===== src/rtl/music_pkg.sv =====
// Shared types and constants for the note-ROM music player.
// Song codes index the three externally instantiated note ROMs.
package music_pkg;

  typedef enum logic [2:0] {
    IDLE  = 3'd0,
    FETCH = 3'd1,
    LOAD  = 3'd2,
    PLAY  = 3'd3,
    GAP   = 3'd4
  } state_t;

  localparam int NUM_NOTES = 31;
  localparam int HP_W      = 20;
  localparam int DUR_W     = 24;
  localparam int ADDR_W    = 5;

  typedef logic [1:0] song_t;

  localparam song_t SONG_1 = 2'd0;
  localparam song_t SONG_2 = 2'd1;
  localparam song_t SONG_3 = 2'd2;

  // Code 3 has no ROM behind it and falls back to the first song.
  function automatic song_t norm_song(input song_t sel);
    return (sel == 2'd3) ? SONG_1 : sel;
  endfunction

endpackage


===== src/rtl/music_if.sv =====
// Control, ROM and audio signals of the music player grouped as one bundle.
// The slave side is the player; the master side is its controller plus ROMs.
interface music_if;
  import music_pkg::*;

  logic                start;
  logic                stop;
  logic [1:0]          song_sel;
  logic                loop;
  logic [ADDR_W-1:0]   rom_addr;
  logic [HP_W-1:0]     rom_dout1;
  logic [HP_W-1:0]     rom_dout2;
  logic [HP_W-1:0]     rom_dout3;
  logic                speaker;
  logic                busy;
  logic                done;

  modport master (
    output start, stop, song_sel, loop, rom_dout1, rom_dout2, rom_dout3,
    input  rom_addr, speaker, busy, done
  );

  modport slave (
    input  start, stop, song_sel, loop, rom_dout1, rom_dout2, rom_dout3,
    output rom_addr, speaker, busy, done
  );

endinterface


===== src/rtl/music_tone_gen.sv =====
// Square-wave generator: toggles the speaker every half_period cycles while enabled.
// A zero half period is a rest; dropping enable clears the counter and silences the output.
module tone_gen
  import music_pkg::*;
(
  input  logic            clk,
  input  logic            reset_n,
  input  logic            enable,
  input  logic [HP_W-1:0] half_period,
  output logic            speaker
);

  logic [HP_W-1:0] count;
  logic            wrap;

  assign wrap = (count == half_period - HP_W'(1));

  always_ff @(posedge clk or negedge reset_n) begin
    if (!reset_n) begin
      count   <= '0;
      speaker <= 1'b0;
    end else if (!enable || half_period == '0) begin
      count   <= '0;
      speaker <= 1'b0;
    end else if (wrap) begin
      count   <= '0;
      speaker <= ~speaker;
    end else begin
      count   <= count + HP_W'(1);
    end
  end

endmodule


===== src/rtl/music_player.sv =====
// Steps through a note ROM, sounding each half-period entry for a fixed duration
// followed by an optional silent gap; supports looping, stop and song selection.
module music_player
  import music_pkg::*;
#(
  parameter int NOTE_CYCLES = 12_500_000,
  parameter int GAP_CYCLES  = 500_000,
  parameter int LAST_ADDR   = 30
) (
  input  logic   clk,
  input  logic   reset_n,
  music_if.slave bus
);

  localparam logic [DUR_W-1:0]  NOTE_LAST = DUR_W'(NOTE_CYCLES - 1);
  localparam logic [DUR_W-1:0]  GAP_LAST  = DUR_W'((GAP_CYCLES > 0) ? GAP_CYCLES - 1 : 0);
  localparam bit                HAS_GAP   = (GAP_CYCLES > 0);
  localparam logic [ADDR_W-1:0] END_ADDR  = ADDR_W'(LAST_ADDR);

  state_t            state, next_state;
  logic [ADDR_W-1:0] addr;
  song_t             song;
  logic [HP_W-1:0]   half_period;
  logic [HP_W-1:0]   rom_sel;
  logic [DUR_W-1:0]  dur;
  logic              done_r;
  logic              note_end, gap_end, advance, finish, play_run;

  assign note_end = (state == PLAY) && (dur == NOTE_LAST);
  assign gap_end  = (state == GAP) && (dur == GAP_LAST);
  assign advance  = HAS_GAP ? gap_end : note_end;
  assign finish   = advance && !(addr < END_ADDR) && !bus.loop;

  always_comb begin
    next_state = state;
    case (state)
      IDLE:    if (bus.start && !bus.stop) next_state = FETCH;
      FETCH:   next_state = LOAD;
      LOAD:    next_state = PLAY;
      PLAY: begin
        if (note_end) begin
          if (HAS_GAP)     next_state = GAP;
          else if (finish) next_state = IDLE;
          else             next_state = FETCH;
        end
      end
      GAP: begin
        if (gap_end) begin
          if (finish) next_state = IDLE;
          else        next_state = FETCH;
        end
      end
      default: next_state = IDLE;
    endcase
    if (state != IDLE && bus.stop) next_state = IDLE;
  end

  always_comb begin
    rom_sel = bus.rom_dout1;
    case (song)
      SONG_2:  rom_sel = bus.rom_dout2;
      SONG_3:  rom_sel = bus.rom_dout3;
      default: rom_sel = bus.rom_dout1;
    endcase
  end

  always_ff @(posedge clk or negedge reset_n) begin
    if (!reset_n) begin
      state  <= IDLE;
      addr   <= '0;
      song   <= SONG_1;
      done_r <= 1'b0;
    end else begin
      state  <= next_state;
      done_r <= finish && !bus.stop;
      if (state == IDLE) begin
        if (bus.start && !bus.stop) begin
          addr <= '0;
          song <= norm_song(bus.song_sel);
        end
      end else if (bus.stop) begin
        addr <= '0;
      end else if (advance) begin
        addr <= (addr < END_ADDR) ? addr + ADDR_W'(1) : '0;
      end
    end
  end

  // The duration counter only runs while remaining in a timed state, so
  // FETCH/LOAD and every state change leave it cleared for the next interval.
  always_ff @(posedge clk or negedge reset_n) begin
    if (!reset_n) begin
      half_period <= '0;
      dur         <= '0;
    end else begin
      if (state == LOAD) half_period <= rom_sel;
      if (next_state == state && (state == PLAY || state == GAP))
        dur <= dur + DUR_W'(1);
      else
        dur <= '0;
    end
  end

  // Tone runs only while PLAY continues, so the edge leaving PLAY already silences it.
  assign play_run = (state == PLAY) && (next_state == PLAY);

  tone_gen u_tone_gen (
    .clk         (clk),
    .reset_n     (reset_n),
    .enable      (play_run),
    .half_period (half_period),
    .speaker     (bus.speaker)
  );

  assign bus.rom_addr = addr;
  assign bus.busy     = (state != IDLE);
  assign bus.done     = done_r;

endmodule


===== src/flat_wrapper.sv =====
// flat-port wrapper written by rule: the top's interface ports become plain ports
module music_player_flat import music_pkg::*;
#(
  parameter int NOTE_CYCLES = 12_500_000,
  parameter int GAP_CYCLES  = 500_000,
  parameter int LAST_ADDR   = 30
)
  (clk, reset_n, bus_start, bus_stop, bus_song_sel, bus_loop, bus_rom_dout1, bus_rom_dout2, bus_rom_dout3, bus_rom_addr, bus_speaker, bus_busy, bus_done);
  music_if bus_i ();
  input  logic clk;
  input  logic reset_n;
  input wire logic [$bits(bus_i.start)-1:0] bus_start;
  input wire logic [$bits(bus_i.stop)-1:0] bus_stop;
  input wire logic [$bits(bus_i.song_sel)-1:0] bus_song_sel;
  input wire logic [$bits(bus_i.loop)-1:0] bus_loop;
  input wire logic [$bits(bus_i.rom_dout1)-1:0] bus_rom_dout1;
  input wire logic [$bits(bus_i.rom_dout2)-1:0] bus_rom_dout2;
  input wire logic [$bits(bus_i.rom_dout3)-1:0] bus_rom_dout3;
  output wire logic [$bits(bus_i.rom_addr)-1:0] bus_rom_addr;
  output wire logic [$bits(bus_i.speaker)-1:0] bus_speaker;
  output wire logic [$bits(bus_i.busy)-1:0] bus_busy;
  output wire logic [$bits(bus_i.done)-1:0] bus_done;
  assign bus_i.start = bus_start;
  assign bus_i.stop = bus_stop;
  assign bus_i.song_sel = bus_song_sel;
  assign bus_i.loop = bus_loop;
  assign bus_i.rom_dout1 = bus_rom_dout1;
  assign bus_i.rom_dout2 = bus_rom_dout2;
  assign bus_i.rom_dout3 = bus_rom_dout3;
  assign bus_rom_addr = bus_i.rom_addr;
  assign bus_speaker = bus_i.speaker;
  assign bus_busy = bus_i.busy;
  assign bus_done = bus_i.done;
  music_player #(.NOTE_CYCLES(NOTE_CYCLES), .GAP_CYCLES(GAP_CYCLES), .LAST_ADDR(LAST_ADDR)) u_core (.clk(clk), .reset_n(reset_n), .bus(bus_i));
endmodule

===== config.mk =====
export PLATFORM = sky130hd
export DESIGN_NAME = music_player_flat
export DESIGN_NICKNAME = d
export VERILOG_FILES = /design/src/rtl/music_pkg.sv /design/src/rtl/music_if.sv /design/src/rtl/music_tone_gen.sv /design/src/rtl/music_player.sv /design/src/flat_wrapper.sv
export SDC_FILE = /design/constraint.sdc
export NUM_CORES = 1
export LEC_CHECK = 0
export BUFFER_PORTS_ARGS = -buffer_cell sky130_fd_sc_hd__buf_4
export CAP_MARGIN = 20
export CORE_UTILIZATION = 40
export DETAILED_ROUTE_END_ITERATION = 6
export GPL_TIMING_DRIVEN = 0
export SETUP_SLACK_MARGIN = 0.15
export SYNTH_ARGS = -nofsm -noshare
export SYNTH_HDL_FRONTEND = slang
export SYNTH_SLANG_ARGS = --single-unit

===== constraint.sdc =====
create_clock -name clk -period 3.2 [get_ports clk]
set_clock_uncertainty 0.05 [all_clocks]
set_input_delay 0.16 -clock clk [delete_from_list [all_inputs] [get_ports clk]]
set_output_delay 0.16 -clock clk [all_outputs]
set_load 0.01 [all_outputs]

* Yosys cells after proc, flatten, opt, wreduce, memory -nomap -nowiden
Index checks and enable logic that the tools add are counted.
** Storage, ports and cells
- Register bits :: 76
- Bits of input ports :: 67
- Output and inout port bits :: 8
- Word-level logic and storage cells :: 67
** Cells by class
- Add/sub/neg operators :: 4
- $lt $le $gt $ge :: 1
- Eq/ne operators :: 13
- Multiplexer cells :: 18
- Bitwise logic cells :: 1
- Reductions and logical operators :: 22
** Operators with widths (count)
- 2-to-1 mux 20 bit :: 2
- one-hot mux 20 bit (2 select lines) :: 1
- 2-to-1 mux 5 bit :: 5
- adder 24 x 1 -> 24 bit, second input constant :: 1
- == test 24 x 19 -> 1 bit, second input constant :: 1
- == test 24 bit, second input constant :: 1
- 2-to-1 mux 24 bit :: 1
- adder 20 x 1 -> 20 bit, second input constant :: 1
- == test 20 bit :: 1
- logical NOT 20 bit :: 1
- subtractor 20 x 1 -> 20 bit, second input constant :: 1
- one-hot mux 3 bit (5 select lines) :: 1
- 2-to-1 mux 3 bit :: 4
- == test 3 x 2 -> 1 bit, second input constant :: 3
- logical AND 1 bit :: 9
- nonzero test 3 bit :: 2
- adder 5 x 1 -> 5 bit, second input constant :: 1
- < comparator 5 bit, second input constant :: 1
- == test 2 bit, second input constant :: 2
- logical NOT 1 bit :: 4
- AND reduction 2 bit :: 2
- == test 3 x 1 -> 1 bit, second input constant :: 1
- == test 3 bit :: 1
- == test 3 bit, second input constant :: 1
- other kinds (8) :: 11

* Longest topological paths before layout
- Depth in word-level cells :: 13
- Mapped depth :: 10
- Gate-level depth less buffers :: 9

* Cells and area by module
A second synthesis with hierarchy kept.
** Unflattened totals
- Cells, all modules :: 552
- Area total of the unflattened synthesis :: 4757.1 um^2
** By module, submodules not included
- music_player :: instances 1, cells an instance 348, area an instance 3052.9 um^2
- tone_gen :: instances 1, cells an instance 204, area an instance 1704.1 um^2

* Least setup slack after synthesis
No wires, ideal clock.
- Kind :: register to register
- Start :: register u_core.half_period[11]
- End :: register u_core.u_tone_gen.speaker
- Library setup time :: 78 ps
- Arrival :: 2492 ps
- Path slack :: 580 ps
- Cell stages (with the launch flop) :: 8
- Period minus slack after synthesis :: 2620 ps
- Cells stage by stage :: dfrtp_1 > or4_4 > or3_1 > a2111o_1 > a32oi_1 > o2111ai_1 > or3_1 > a21boi_1
** On the way
- Word-level cells in the longest chain between the ends :: 3
- Elaborated cells on any way between the ends :: 6
- Those cells by class :: add/sub (1); eq/ne (1); mux (1); reduce/logical (3)
** Ends and longest elaborated chain
- start, declared :: RTL line music_player.sv:23 : logic [HP_W-1:0] half_period;
- start signal, assigned :: RTL line music_player.sv:96 : if (state == LOAD) half_period <= rom_sel;
- subtractor 20 x 1 -> 20 bit or logical NOT 20 bit (tied branches) :: RTL line music_tone_gen.sv:16, music_tone_gen.sv:22
- == test 20 bit or logical OR 1 bit (tied branches) :: RTL line music_tone_gen.sv:16, music_tone_gen.sv:22
- nonzero test 2 bit (no line) or 2-to-1 mux 1 bit (tied branches)
- end signal, assigned :: RTL line music_tone_gen.sv:27 : speaker <= ~speaker;
- end, declared :: RTL line music_tone_gen.sv:10 : output logic speaker
Parallel ways exist; a longest one is shown, timed or not.
A chain may end at the register's enable or synchronous reset.

* Worst setup path in the final report
Ends and elaborated chain as after synthesis.

==> results.txt <==
----------------------------------------------------
[Status]
  Outcome ... finished clean

[Logic synthesis]
  Synthesized net count ... 588
  Share of synthesized registers carrying an async set or reset ... 100%
  Count of warnings emitted by yosys ... 0
  Number of synthesized register bits ... 76
  Total standard cell area after synthesis ... 0.00443 mm²
  Most frequently used flop master after synthesis ... dfrtp_1
  Cell type contributing the most total cell area after synthesis ... dfrtp_1
  Average cell area after synthesis ... 8.61 µm²
  Most area-consuming cells after synthesis ... dfrtp_1, xor2_1, nor2_1, xnor2_1, nand2_1
  Synthesized instance count ... 514
  Count of flip-flops with a built-in enable after synthesis ... 0
  Area share of the largest cell type after synthesis ... 42.9%
  Number of distinct library cell variants in the gate-level netlist after synthesis ... 45
  Seq/Total Area, Yosys ... 42.9%

[Drt]
  Post-route ant nets ... 0
  Pre-Repair DR Iteration Count ... 5
  Count of routing violations after the opening detailed-route iteration ... 246
  Wirelength, routed ... 11300 µm
  DRC errors left ... 0
  Via count ... 3968
  Via count normalized by instance count ... 5.32
  Routed length per placed instance ... 15.1 µm

[STA]
  Actual slew at the worst max-slew pin ... 896 ps
  Fmax ... 0.349 GHz
  Slew Limit Headroom ... 39.8%
  Max-slew violation count ... 0
  Hold violation total from the final report ... 0
  Final setup fails ... 0
  Accumulated negative setup slack ... 0 ps
  Worst hold slack ... 20.1 ps
  Share of the cycle needed by the critical path after routing ... 89.7%
  RSZ-0062 raised after global routing ... no
  Final critical-path required period ... 2870 ps

[Power]
  Worst IR drop on VDD ... 0.000344 V
  PD cells ... 520 mW/mm²
  Leakage ... 2.29 nW

[Die]
  Die Span Y ... 107 µm
  Width of the die ... 107 µm
  Die area ... 0.0115 mm²
  Count of standard-cell rows ... 38
  Effective utilization at floorplan ... 41.0%
  Core area ... 0.0108 mm²
  IO Pins ... 75

[Final layout]
  Inserted Diodes ... 0
  Fill cells ... 1036
  Fraction of final layout cells with drive strength greater than 1 ... 16.7%
  Multi-input gate area in the final layout ... 0.00243 mm²
  Most common cell after layout, fill and taps aside ... nor2_1
  Net count, final ... 675
  Commonest cells after routing, fill and taps aside ... nor2_1, dfrtp_1, buf_4, nand2_1, xor2_1
  Area growth, synth to finish ... 22.9%
  Total area of sequential cells ... 0.00190 mm²

[Worst setup path]
  Worst Reg-to-Reg Cells ... 7
  Endpoint type of the worst setup path ... flip-flop
  Max Fanout on Critical Path ... 7
  Classification of the worst setup path ... reg2reg
  Reg2reg end ... u_core.u_tone_gen.speaker$_DFFE_PN0P_
  RR Startpoint ... u_core.half_period[11]$_DFFE_PN0N_
  Worst setup slack for register-to-register paths ... 330 ps
  Startpoint types ... flip-flop
  Required time worst endpoint ... 3450 ps
  Critical path data arrival time ... 3110 ps

[CTS]
  Clock latency of the later-clocked register in the worst-skew pair ... 370 ps
  Clock transition time at the flip-flop clock pins of the worst setup and hold paths ... 80 ps
  Clock sinks ... 76
  Number of buffers inserted by post-CTS setup repair ... 0
  TritonCTS clock tree ... yes
  Clock Tree Buf Depth ... 2
  H-Tree Level Count ... 3
  Total CTS buffers ... 9
  Root buffer selected by CTS ... clkbuf_8

[Worst hold path]
  Worst hold path type ... in2reg
  Worst Hold Path EP ... u_core.song[0]$_DFFE_PN0P_
  Cell depth of the worst hold path ... 3
  Critical hold path startpoint ... bus_song_sel[1]

[Global route]
  Overall routing resource usage ... 21.1%
  Initial antenna violation count ... 0
  Maximum number of pins on one net before global-route repair ... 77
  Final global-route overflow total ... 0
  Via count of the first global-routing pass ... 3830
  Wire length of the first global-routing pass ... 19000 µm

[Place]
  Count of buffers from port buffering ... 73
  Final HPWL DP ... 8500 µm
  Routability congestion estimate from global placement ... 0.913

[Job]
  # Max-Cap Violations ... 0

----------------------------------------------------
-- cells by family after synthesis --
group / after synthesis / synth area share [%]
AND/OR/NAND/NOR: 233 / 25.0
flip-flops: 76 / 42.9
AO/OA/AOI/OAI: 97 / 13.6
XOR/XNOR: 67 / 13.3
adder cells (fa/ha/maj): 7 / 1.98
multiplexers: 2 / 0.452
buffers and inverters: 32 / 2.77
-- layout make-up --
cell class / count / area share, %
timing repair buffer: 76 / 10.9
clock inverter: 6 / 1.31
buffer: 21 / 1.59
clock buffer: 10 / 2.53
tap: 140 / 3.22
inverter: 11 / 0.759
sequential: 76 / 35.0
multi-input combinational: 406 / 44.7
-- power breakdown --
part | total, mW | internal [mW] | switching, mW | leakage (nW)
Sequential | 1.22 | 1.06 | 0.160 | 1.03
Combinational | 0.825 | 0.373 | 0.451 | 1.15
Clock | 0.779 | 0.389 | 0.389 | 0.105
Total | 2.83 | 1.83 | 1.00 | 2.29
-- worst max path at each step --
stage                                             startpoint                                    end  slack, ps  depth (start not counted)
after CTS                  u_core.half_period[0]$_DFFE_PN0N_  u_core.u_tone_gen.count[18]$_DFF_PN0_        260                         10
after detailed placement   u_core.half_period[0]$_DFFE_PN0N_  u_core.u_tone_gen.count[17]$_DFF_PN0_        310                         10
after global placement     u_core.half_period[0]$_DFFE_PN0N_  u_core.u_tone_gen.count[19]$_DFF_PN0_        240                         10
after global routing                 u_core.dur[0]$_DFF_PN0_               u_core.dur[16]$_DFF_PN0_        170                          8
final                     u_core.half_period[11]$_DFFE_PN0N_  u_core.u_tone_gen.speaker$_DFFE_PN0P_        330                          7
after floorplan           u_core.half_period[11]$_DFFE_PN0N_  u_core.u_tone_gen.speaker$_DFFE_PN0P_        580                          7
-- state kept, by name (all words and copies together) (netlist names) --
| signal | flops |
|---|---|
| u_core.song | 2 |
| u_core.bus.done | 1 |
| u_core.half_period | 20 |
| u_core.u_tone_gen.speaker | 1 |
| u_core.bus.rom_addr | 5 |
| u_core.dur | 24 |
| u_core.u_tone_gen.count | 20 |
| u_core.state | 3 |
-- worst max-delay path, stage by stage, from the launching register on --
cell       delay, ps
dfrtp_1          460
or4_4            600
or3_1            360
a2111o_1         420
a32oi_1          190
o2111ai_2        190
or3_1            390
a21boi_1         150
-- metrics by stage --
| step | cell area (µm²) | total power [mW] | util, % | instances | setup slack, ps |
|---|---|---|---|---|---|
| 6_report | 5440 | 2.83 | 50.4 | 746 | 331 |
| 5_1_grt | 5440 | 3.03 | 50.4 | 746 | 170 |
| 4_1_cts | 5380 | 2.83 | 49.8 | 745 | 260 |
| 3_5_place_dp | 5150 | 2.04 | 47.7 | 727 | 309 |
| 3_3_place_gp | 5150 | 2.01 | 47.7 | 727 | 244 |
| 2_1_floorplan | 4430 | 1.76 | - | 514 | 580 |
-- cell usage after synthesis, drive strengths merged, types with 2 or more instances --
cell and count:
a211o 3, a21o 2, a21oi 27, a22oi 21, and2 3, and3 3
and3b 2, and4 5, buf 2, clkbuf 19, dfrtp 76, ha 7
inv 11, mux2i 2, nand2 47, nand2b 6, nand3 25, nand4 17
nor2 90, nor3 13, nor3b 2, nor4 7, o21a 2, o21ai 30
o31a 2, or2 2, or3 5, or4 3, xnor2 24, xor2 43
-- timing repair --
action / in CTS / in global routing
setup endpoints to repair: 0 / 21
resized for setup: 0 / 8
hold buffers: 2 / 0
hold endpoints to repair: 77 / 0
-- routing by layer --
| layer | up-vias | share of wire (%) | global-route usage [%] |
|---|---|---|---|
| li1 | 1966 | - | - |
| met1 | 1925 | 49 | 30.1 |
| met2 | 60 | 46 | 32.1 |
| met3 | 17 | 3.4 | 4.26 |
| met4 | 0 | 1.5 | 6.65 |
| met5 | - | 0 | 0 |
Power figures use the tool's default switching activity.
